--- config.mk ---
export PLATFORM = sky130hd
export DESIGN_NAME = apb_reg_bridge_flat
export DESIGN_NICKNAME = d
export VERILOG_FILES = /design/src/rtl/apb_reg_bridge_if.sv /design/src/rtl/apb_reg_bridge.sv /design/src/flat_wrapper.sv
export SDC_FILE = /design/constraint.sdc
export NUM_CORES = 1
export LEC_CHECK = 0
export BUFFER_PORTS_ARGS = -buffer_cell sky130_fd_sc_hd__buf_2
export CAP_MARGIN = 10
export CELL_PAD_IN_SITES_DETAIL_PLACEMENT = 0
export CELL_PAD_IN_SITES_GLOBAL_PLACEMENT = 1
export CORE_ASPECT_RATIO = 0.6
export CORE_UTILIZATION = 32
export DETAILED_ROUTE_END_ITERATION = 8
export PLACE_DENSITY = 0.74
export SLEW_MARGIN = 10
export SYNTH_ARGS = -nofsm -noshare
export SYNTH_HDL_FRONTEND = slang
export SYNTH_SLANG_ARGS = --single-unit
--- constraint.sdc ---
create_clock -name clk -period 1.7 [get_ports clk]
set_input_delay 0.34 -clock clk [delete_from_list [all_inputs] [get_ports clk]]
set_output_delay 0.34 -clock clk [all_outputs]
set_load 0.1 [all_outputs]
--- src/rtl/apb_reg_bridge_if.sv ---
// APB completer-side bus bundle for apb_reg_bridge.
// Optional byte strobes (pstrb) exist only when APB_BRIDGE_PSTRB_EN is defined.
interface apb_reg_bridge_if #(
    parameter int ADDR_W = 32,
    parameter int DATA_W = 32
);
    logic              psel;
    logic              penable;
    logic              pwrite;
    logic [ADDR_W-1:0] paddr;
    logic [DATA_W-1:0] pwdata;
`ifdef APB_BRIDGE_PSTRB_EN
    logic [DATA_W/8-1:0] pstrb;
`endif
    logic [DATA_W-1:0] prdata;
    logic              pready;
    logic              pslverr;

    modport master (
        output psel, penable, pwrite, paddr, pwdata,
`ifdef APB_BRIDGE_PSTRB_EN
        output pstrb,
`endif
        input  prdata, pready, pslverr
    );

    modport slave (
        input  psel, penable, pwrite, paddr, pwdata,
`ifdef APB_BRIDGE_PSTRB_EN
        input  pstrb,
`endif
        output prdata, pready, pslverr
    );
endinterface

--- src/rtl/apb_reg_bridge.sv ---
// apb_reg_bridge: APB completer bridging transfers onto a request/acknowledge
// register backend. Latches the address (and write data) in the setup phase,
// rejects misaligned addresses, holds wr_en/rd_en until the backend acks,
// errors or the wait-state timeout expires, then answers with a single-cycle
// registered pready/pslverr.
// Optional feature: define APB_BRIDGE_PSTRB_EN to add APB4 byte strobes
// (pstrb in, wstrb out); a write with all strobes clear completes as a no-op.
module apb_reg_bridge #(
    parameter int ADDR_W      = 32,
    parameter int DATA_W      = 32,
    parameter int TIMEOUT_CYC = 16
) (
    input  logic                clk,
    input  logic                rst,
    apb_reg_bridge_if.slave     apb,
    output logic                wr_en,
    output logic                rd_en,
    output logic [ADDR_W-1:0]   addr,
    output logic [DATA_W-1:0]   wdata,
`ifdef APB_BRIDGE_PSTRB_EN
    output logic [DATA_W/8-1:0] wstrb,
`endif
    input  logic [DATA_W-1:0]   rdata,
    input  logic                wack,
    input  logic                rack,
    input  logic                waddrerr,
    input  logic                raddrerr
);

    // Number of byte-offset address bits that must be zero for an aligned access.
    localparam int LSB_W = $clog2(DATA_W / 8);
    localparam int LOW_W = (LSB_W > 0) ? LSB_W : 1;

    // Wait-state counter; one bit minimum so a disabled timeout still elaborates.
    localparam int CNT_W = (TIMEOUT_CYC > 0) ? $clog2(TIMEOUT_CYC + 1) : 1;
    localparam logic [CNT_W-1:0] CNT_LIMIT = CNT_W'(TIMEOUT_CYC);
    localparam logic [CNT_W-1:0] CNT_MAX   = {CNT_W{1'b1}};

    typedef enum logic [1:0] {
        IDLE = 2'd0,
        REQ  = 2'd1,
        RESP = 2'd2
    } state_t;

    state_t              state_reg,   state_next;
    logic [CNT_W-1:0]    cnt_reg,     cnt_next;
    logic                dir_reg,     dir_next;
    logic [ADDR_W-1:0]   addr_reg,    addr_next;
    logic [DATA_W-1:0]   wdata_reg,   wdata_next;
    logic [DATA_W-1:0]   prdata_reg,  prdata_next;
    logic                pready_reg,  pready_next;
    logic                pslverr_reg, pslverr_next;
    logic                wr_en_reg,   wr_en_next;
    logic                rd_en_reg,   rd_en_next;
`ifdef APB_BRIDGE_PSTRB_EN
    logic [DATA_W/8-1:0] wstrb_reg,   wstrb_next;
`endif

    logic [LOW_W-1:0]    low_bits;
    logic                misaligned;
    logic                strb_noop;
    logic                hit_err;
    logic                hit_ack;
    logic                timed_out;

    // Gather the byte-offset address bits; an 8-bit bus has none.
    genvar gi;
    generate
        if (LSB_W == 0) begin : g_no_low
            assign low_bits = '0;
        end else begin : g_low
            for (gi = 0; gi < LSB_W; gi++) begin : g_bit
                assign low_bits[gi] = apb.paddr[gi];
            end
        end
    endgenerate

    assign misaligned = |low_bits;

`ifdef APB_BRIDGE_PSTRB_EN
    assign strb_noop = apb.pwrite && (apb.pstrb == '0);
`else
    assign strb_noop = 1'b0;
`endif

    // Only the acknowledge/error belonging to the latched direction counts.
    assign hit_err   = dir_reg ? waddrerr : raddrerr;
    assign hit_ack   = dir_reg ? wack     : rack;
    assign timed_out = (TIMEOUT_CYC != 0) && (cnt_reg == CNT_LIMIT);

    // State register and registered outputs.
    always_ff @(posedge clk or negedge rst) begin
        if (!rst) begin
            state_reg   <= IDLE;
            cnt_reg     <= '0;
            dir_reg     <= 1'b0;
            addr_reg    <= '0;
            wdata_reg   <= '0;
            prdata_reg  <= '0;
            pready_reg  <= 1'b0;
            pslverr_reg <= 1'b0;
            wr_en_reg   <= 1'b0;
            rd_en_reg   <= 1'b0;
`ifdef APB_BRIDGE_PSTRB_EN
            wstrb_reg   <= '0;
`endif
        end else begin
            state_reg   <= state_next;
            cnt_reg     <= cnt_next;
            dir_reg     <= dir_next;
            addr_reg    <= addr_next;
            wdata_reg   <= wdata_next;
            prdata_reg  <= prdata_next;
            pready_reg  <= pready_next;
            pslverr_reg <= pslverr_next;
            wr_en_reg   <= wr_en_next;
            rd_en_reg   <= rd_en_next;
`ifdef APB_BRIDGE_PSTRB_EN
            wstrb_reg   <= wstrb_next;
`endif
        end
    end

    // Next-state and next-output decode; pready and the enables default low
    // so each is a one-state-wide pulse.
    always_comb begin
        state_next   = state_reg;
        cnt_next     = cnt_reg;
        dir_next     = dir_reg;
        addr_next    = addr_reg;
        wdata_next   = wdata_reg;
        prdata_next  = prdata_reg;
        pready_next  = 1'b0;
        pslverr_next = 1'b0;
        wr_en_next   = 1'b0;
        rd_en_next   = 1'b0;
`ifdef APB_BRIDGE_PSTRB_EN
        wstrb_next   = wstrb_reg;
`endif

        unique case (state_reg)
            IDLE: begin
                if (apb.psel && !apb.penable) begin
                    addr_next = apb.paddr;
                    dir_next  = apb.pwrite;
                    cnt_next  = '0;
                    if (apb.pwrite) begin
                        wdata_next = apb.pwdata;
                    end
`ifdef APB_BRIDGE_PSTRB_EN
                    wstrb_next = apb.pwrite ? apb.pstrb : '0;
`endif
                    if (misaligned) begin
                        // Reject without touching the backend.
                        state_next   = RESP;
                        pready_next  = 1'b1;
                        pslverr_next = 1'b1;
                        prdata_next  = '0;
                    end else if (strb_noop) begin
                        // Nothing to write: complete cleanly, backend untouched.
                        state_next   = RESP;
                        pready_next  = 1'b1;
                        pslverr_next = 1'b0;
                        prdata_next  = '0;
                    end else begin
                        state_next = REQ;
                        wr_en_next = apb.pwrite;
                        rd_en_next = !apb.pwrite;
                    end
                end
            end

            REQ: begin
                if (!apb.psel) begin
                    // Master abandoned the transfer: drop the request, no response.
                    state_next = IDLE;
                end else if (hit_err) begin
                    state_next   = RESP;
                    pready_next  = 1'b1;
                    pslverr_next = 1'b1;
                    prdata_next  = '0;
                end else if (hit_ack) begin
                    state_next   = RESP;
                    pready_next  = 1'b1;
                    pslverr_next = 1'b0;
                    prdata_next  = dir_reg ? '0 : rdata;
                end else if (timed_out) begin
                    state_next   = RESP;
                    pready_next  = 1'b1;
                    pslverr_next = 1'b1;
                    prdata_next  = '0;
                end else begin
                    // Still waiting: keep requesting and count the stall.
                    wr_en_next = dir_reg;
                    rd_en_next = !dir_reg;
                    if (cnt_reg != CNT_MAX) begin
                        cnt_next = cnt_reg + CNT_W'(1);
                    end
                end
            end

            RESP: begin
                state_next = IDLE;
            end

            default: begin
                state_next = IDLE;
            end
        endcase
    end

    assign apb.prdata  = prdata_reg;
    assign apb.pready  = pready_reg;
    assign apb.pslverr = pslverr_reg;
    assign wr_en       = wr_en_reg;
    assign rd_en       = rd_en_reg;
    assign addr        = addr_reg;
    assign wdata       = wdata_reg;
`ifdef APB_BRIDGE_PSTRB_EN
    assign wstrb       = wstrb_reg;
`endif

endmodule

--- src/flat_wrapper.sv ---
// flat-port wrapper written by rule: the top's interface ports become plain ports
module apb_reg_bridge_flat 
#(
    parameter int ADDR_W      = 32,
    parameter int DATA_W      = 32,
    parameter int TIMEOUT_CYC = 16
)
  (clk, rst, wr_en, rd_en, addr, wdata, rdata, wack, rack, waddrerr, raddrerr, apb_psel, apb_penable, apb_pwrite, apb_paddr, apb_pwdata, apb_prdata, apb_pready, apb_pslverr);
  apb_reg_bridge_if #(.ADDR_W(ADDR_W), .DATA_W(DATA_W)) apb_i ();
  input  logic clk;
  input  logic rst;
  output logic wr_en;
  output logic rd_en;
  output logic [ADDR_W-1:0] addr;
  output logic [DATA_W-1:0] wdata;
  input  logic [DATA_W-1:0] rdata;
  input  logic wack;
  input  logic rack;
  input  logic waddrerr;
  input  logic raddrerr;
  input wire logic [$bits(apb_i.psel)-1:0] apb_psel;
  input wire logic [$bits(apb_i.penable)-1:0] apb_penable;
  input wire logic [$bits(apb_i.pwrite)-1:0] apb_pwrite;
  input wire logic [$bits(apb_i.paddr)-1:0] apb_paddr;
  input wire logic [$bits(apb_i.pwdata)-1:0] apb_pwdata;
  output wire logic [$bits(apb_i.prdata)-1:0] apb_prdata;
  output wire logic [$bits(apb_i.pready)-1:0] apb_pready;
  output wire logic [$bits(apb_i.pslverr)-1:0] apb_pslverr;
  assign apb_i.psel = apb_psel;
  assign apb_i.penable = apb_penable;
  assign apb_i.pwrite = apb_pwrite;
  assign apb_i.paddr = apb_paddr;
  assign apb_i.pwdata = apb_pwdata;
  assign apb_prdata = apb_i.prdata;
  assign apb_pready = apb_i.pready;
  assign apb_pslverr = apb_i.pslverr;
  apb_reg_bridge #(.ADDR_W(ADDR_W), .DATA_W(DATA_W), .TIMEOUT_CYC(TIMEOUT_CYC)) u_core (.clk(clk), .rst(rst), .apb(apb_i), .wr_en(wr_en), .rd_en(rd_en), .addr(addr), .wdata(wdata), .rdata(rdata), .wack(wack), .rack(rack), .waddrerr(waddrerr), .raddrerr(raddrerr));
endmodule
# After elaboration in Yosys (flattened, before gate mapping)
# Cells that the tools add are included.
# totals
in_bits	105
output_inout_bits	100
word_cells	84
regBits	108
# op_classes
reduce_logical	12
add_sub_neg	1
n_eq_ne	12
mux	49
# ops
operator	count
$mux 32	7
$pmux 32 s2	1
$mux 5	6
$mux 1	23
$mux 2	6
$pmux 5 s2	1
$ne 2x2->1 const B	4
$pmux 1 s2	4
$reduce_and 7->1	1
$ne 2x1->1 const B	3
$add 5x1->5 const B	1
$eq 5x5->1 const B	1
$ne 5x2->1 const B	1
$ne 5x5->1 const B	1
$reduce_and 5->1	1
$ne 4x1->1 const B	1
$pmux 2 s2	1
$reduce_and 2->1	2
$logic_not 1->1	3
$reduce_and 3->1	1
$eq 2x1->1 const B	1
$logic_not 2->1	1
$reduce_bool 2->1	1
$reduce_or 2->1	1
$logic_and 1x1->1	1

# Logic depth before layout (Yosys ltp)
# logic_depth
ltp_word	7
depth_mapped	8
ltp_nobuf	7

# Worst setup path after synthesis
# Ideal clock, no wire load.
# synth_path
path_type	reg-to-reg
startpoint	reg u_core.cnt_reg[0]
endpoint	reg u_core.cnt_reg[0]
stages_incl_launch_ff	8
setup_slack_ns	0.019
arrival_time_ns	1.556
setup_time_ns	0.125
required_time_ns	1.575
period_less_slack_ns	1.681
path_buffers	0
cell_sequence	dfrtp_1 -> ha_1 -> and3_1 -> ha_1 -> inv_1 -> o211ai_1 -> a21o_1 -> mux2_2
# synth_via
elab_chain_cells	7
elab_cells_between_ends	12
cone_classes	add/sub: 1; eq/ne: 4; mux: 6; reduce/logical: 1
# synth_rtl
element	line_no	rtl
from (decl)	apb_reg_bridge.sv:46	logic [CNT_W-1:0] cnt_reg, cnt_next;
from (signal assigned)	apb_reg_bridge.sv:109	cnt_reg <= cnt_next;
$add 5x1->5	apb_reg_bridge.sv:197	cnt_next = cnt_reg + CNT_W'(1);
$mux 5	apb_reg_bridge.sv:196	if (cnt_reg != CNT_MAX) begin
$mux 5	apb_reg_bridge.sv:187	end else if (timed_out) begin
$mux 5	apb_reg_bridge.sv:182	end else if (hit_ack) begin
$mux 5	apb_reg_bridge.sv:177	end else if (hit_err) begin
$mux 5	apb_reg_bridge.sv:174	if (!apb.psel) begin
$pmux 5 s2	apb_reg_bridge.sv:141	unique case (state_reg)
# Parallel ways exist; a longest one is shown, timed or not. The select of a mux whose other input is x is not followed.
# A chain may end at the register's enable or synchronous reset.

# Final worst setup path
# layout_path
startpoint	reg u_core.cnt_reg[1]
endpoint	reg u_core.cnt_reg[0]
# layout_via
elab_chain_cells	3
elab_cells_between_ends	5
cone_classes	eq/ne: 4; reduce/logical: 1
# layout_rtl
element	line_no
$eq 5x5->1 / $ne 5x5->1 (equally long branches)	apb_reg_bridge.sv:89, apb_reg_bridge.sv:196
$ne 2x2->1 (no source line) / $ne 2x1->1 (equally long branches)	-
$reduce_and 7->1 (no source line) *	-
# Mark *: on every way between the ends. The rest lies on a longest branch, timed or not.

==> impl_results.md <==
* Status: complete, but fails checks
* Failing checks: setup timing
* Clock period minus worst slack at 1.77 ns
* Max Cap Violations at 0
* Post-route ant nets at 0
* XOR/XNOR share of the synthesized area at 0%
* Nets@finish at about 670
* Worst Tran Pin Value at 0.616 ns
* Layout area overhead at 40.3%
* Synth Area in Compound Gates at 11.8%
* Crit Path Max Fanout at 5
* Largest net degree at the start of global routing at 109
* Final Hold Viols at 0
* Final worst path period share at 104%
* Top cells by area, synth: dfrtp_1 61%, mux2_2 8.3%, mux2_1 8.1%
* Wire length per cell at roughly 16 um
* P_leak at about 0.003 uW
* Num ports at 205
* RSZ-0062 raised after global routing: true
* Post-Syn Nets at 453
* 1st-pass router iterations at 4
* Row count at 32
* Final Cell Area at 0.00626 sq mm
* Req. time, crit path at 1.92 ns
* H-tree Lvls at 3
* Layout cell share with drive strength beyond 1 at 52.4%
* Synth warn at 0
* Worst EP arrival at 1.99 ns
* Die Ht at slightly above 90 um
* Syn_area_per_cell at between 10 and 15 sq um
* N_diodes at 0
* Worst hold path type: in -> async
* Synth Register Bits at 108
* Top_reg_cell synth: dfrtp_1
* Placed cell area at 0.00575 sq mm
* Syn Inst Count at between 300 and 400
* Initial antenna violation count at 0
* Worst skew pair latency at 0.35 ns
* VDD IR max at 907 uV
* CTS tree: done
* Post-synthesis simple-gate area fraction at under 10%
* Max Freq at 0.565 GHz
* Async S/R FF share, synth at 100%
* Post-synthesis sequential area ratio at between 60% and 70%
* Post-synthesis mux area share at between 15 and 20%
* PD cells at 1440 mW/mm^2
* DP Worst Slack at -0.0771 ns
* Worst-case clock buffer depth at 2
* Via-per-instance ratio at around 5
* TritonCTS buffer count at 9
* Die Wd at 154 um
* Vias at 3590
* Total clock sinks at about 110
* GP Congestion at 0.711
* Routed WL at between 10 and 15 mm
* CP Launch Type: flip-flop
* Die Area at 0.0144 sq mm
* Post-synth EDFFs at 0
* First-pass GRT wire length at 18.0 mm
* Distinct cells, synth at 39
* Starting Density at 33.8%
* Slew headroom at between 50 and 60%
* Total gr overflow at 0
* HPWL after detailed placement at 8.03 mm
* Kind of critical path: reg -> reg
* Crit. End Element: flip-flop
* DRC Markers at 0
* PortBufs at 204
* Netlist Area Pre-Place at about 0.0045 sq mm
* Tot GR Track Use at 15.9%
* Vias in the first global route at roughly 3600
* First DRT Iteration DRCs at 152
* Leading area contributor after synthesis: dfrtp_1
* Max Slew Vio Count at 0
* Combinational family with the most area after synthesis: multiplexers
* Filler cells at 1219
* Core ar. at 0.0132 sq mm
* Top cell type's share of synthesized area at between 60 and 70%
* Adder-Cell Fraction of Synth Area at less than 1%
* Final WS setup at -0.0684 ns
* Clk_skew at between 0.01 and 0.015 ns
* Clock-pin slew on the worst setup and hold paths at about 0.07 ns
* # setup viols final at 5
* Root buffer cell: clkbuf_16
## per-stage QoR
stage	power (uW)	hold slack [ns]	std cells	utilization [%]	TNS, ns
final	9040	0.0339	739	47.3	-0.192
after global routing	9360	0.0891	739	47.3	-2.41
after CTS	9050	0.0749	731	46.3	-0.0491
after detailed placement	6850	0.461	712	43.5	-0.322
after global placement	6800	0.451	712	43.5	-0.0374
after floorplan	6120	0.0444	345	-	0
## cell usage in the layout, fill, tap and decap left out, drive strengths merged, types with 2 or more instances in the layout
cell type | netlist | routed
o21a | 2 | 5
inv | 7 | 9
mux2 | 65 | 65
clkinv | 0 | 2
clkbuf | 7 | 12
buf | 18 | 228
nand3 | 3 | 3
and3 | 3 | 3
nor2 | 4 | 4
dfrtp | 108 | 108
nand2 | 38 | 38
ha | 3 | 3
o211ai | 34 | 34
o21ai | 37 | 37
## Yosys cell counts, types with 4 or more instances
cell type,instances
dfrtp_1,108
nand2_1,36
o211ai_1,34
mux2_2,33
mux2_1,32
o21ai_1,32
buf_2,9
clkbuf_1,7
buf_6,5
inv_1,5
nor2_1,4
o21ai_0,4
## power by group
| group | leakage [uW] | switching, uW | internal, uW |
|---|---|---|---|
| logic | 0.00152 | 3120 | 670 |
| clock network | 0.000149 | 966 | 1190 |
| registers | 0.00137 | 168 | 2920 |
## critical path: stages, from the launching register on
cell      delay [ns]
dfrtp_1         0.41
ha_2            0.21
and3_4          0.18
ha_4            0.15
inv_2           0.04
o211ai_1        0.17
a21o_1          0.24
mux2_4          0.25
## routing by layer
metal	global-route usage (%)	vias up	wire, um
li1	-	1676	-
met1	20.6	1751	5550
met4	5.20	0	168
met3	5.10	18	950
met5	0	-	0
met2	25.1	145	5450
## layout make-up
| cell class | instances | area, sq um | area share, % |
|---|---|---|---|
| well taps | 170 | 213 | 3.40 |
| repair buffers | 230 | 1330 | 21.3 |
| flip-flops and latches | 108 | 2700 | 43.2 |
| inverters | 7 | 28.8 | 0.460 |
| multi-input cells | 208 | 1670 | 26.7 |
| clock inverters | 6 | 68.8 | 1.10 |
| clock buffers | 10 | 239 | 3.82 |
## cell families after synthesis
kind of cell    count (synthesis)
fa+ha+maj                       3
buf+inv                        32
mux                            65
compound gates                 80
flops                         108
simple gates                   57
## path summary, 6_finish.rpt
path                                    from               endpoint  slack [ns]  cells after the start
min                                      rst   u_core.apb.prdata[7]        0.03                      2
max reg2reg                u_core.cnt_reg[1]      u_core.cnt_reg[0]       -0.07                      7
min reg2reg                 u_core.wdata[27]       u_core.wdata[27]        0.49                      1
min in group clk              apb_pwdata[14]       u_core.wdata[14]        0.20                      2
max in group asynchronous                rst  u_core.apb.prdata[19]        1.17                      2
max                        u_core.cnt_reg[1]      u_core.cnt_reg[0]       -0.07                      7
## repair_timing
item	CTS	global route
cloned	0	6
setup endpoints to repair	24	38
setup buffers	3	2
hold buffers	0	0
gates resized for setup	10	11
pin swaps	7	6
Note: power is estimated with default switching activity, not from simulation.
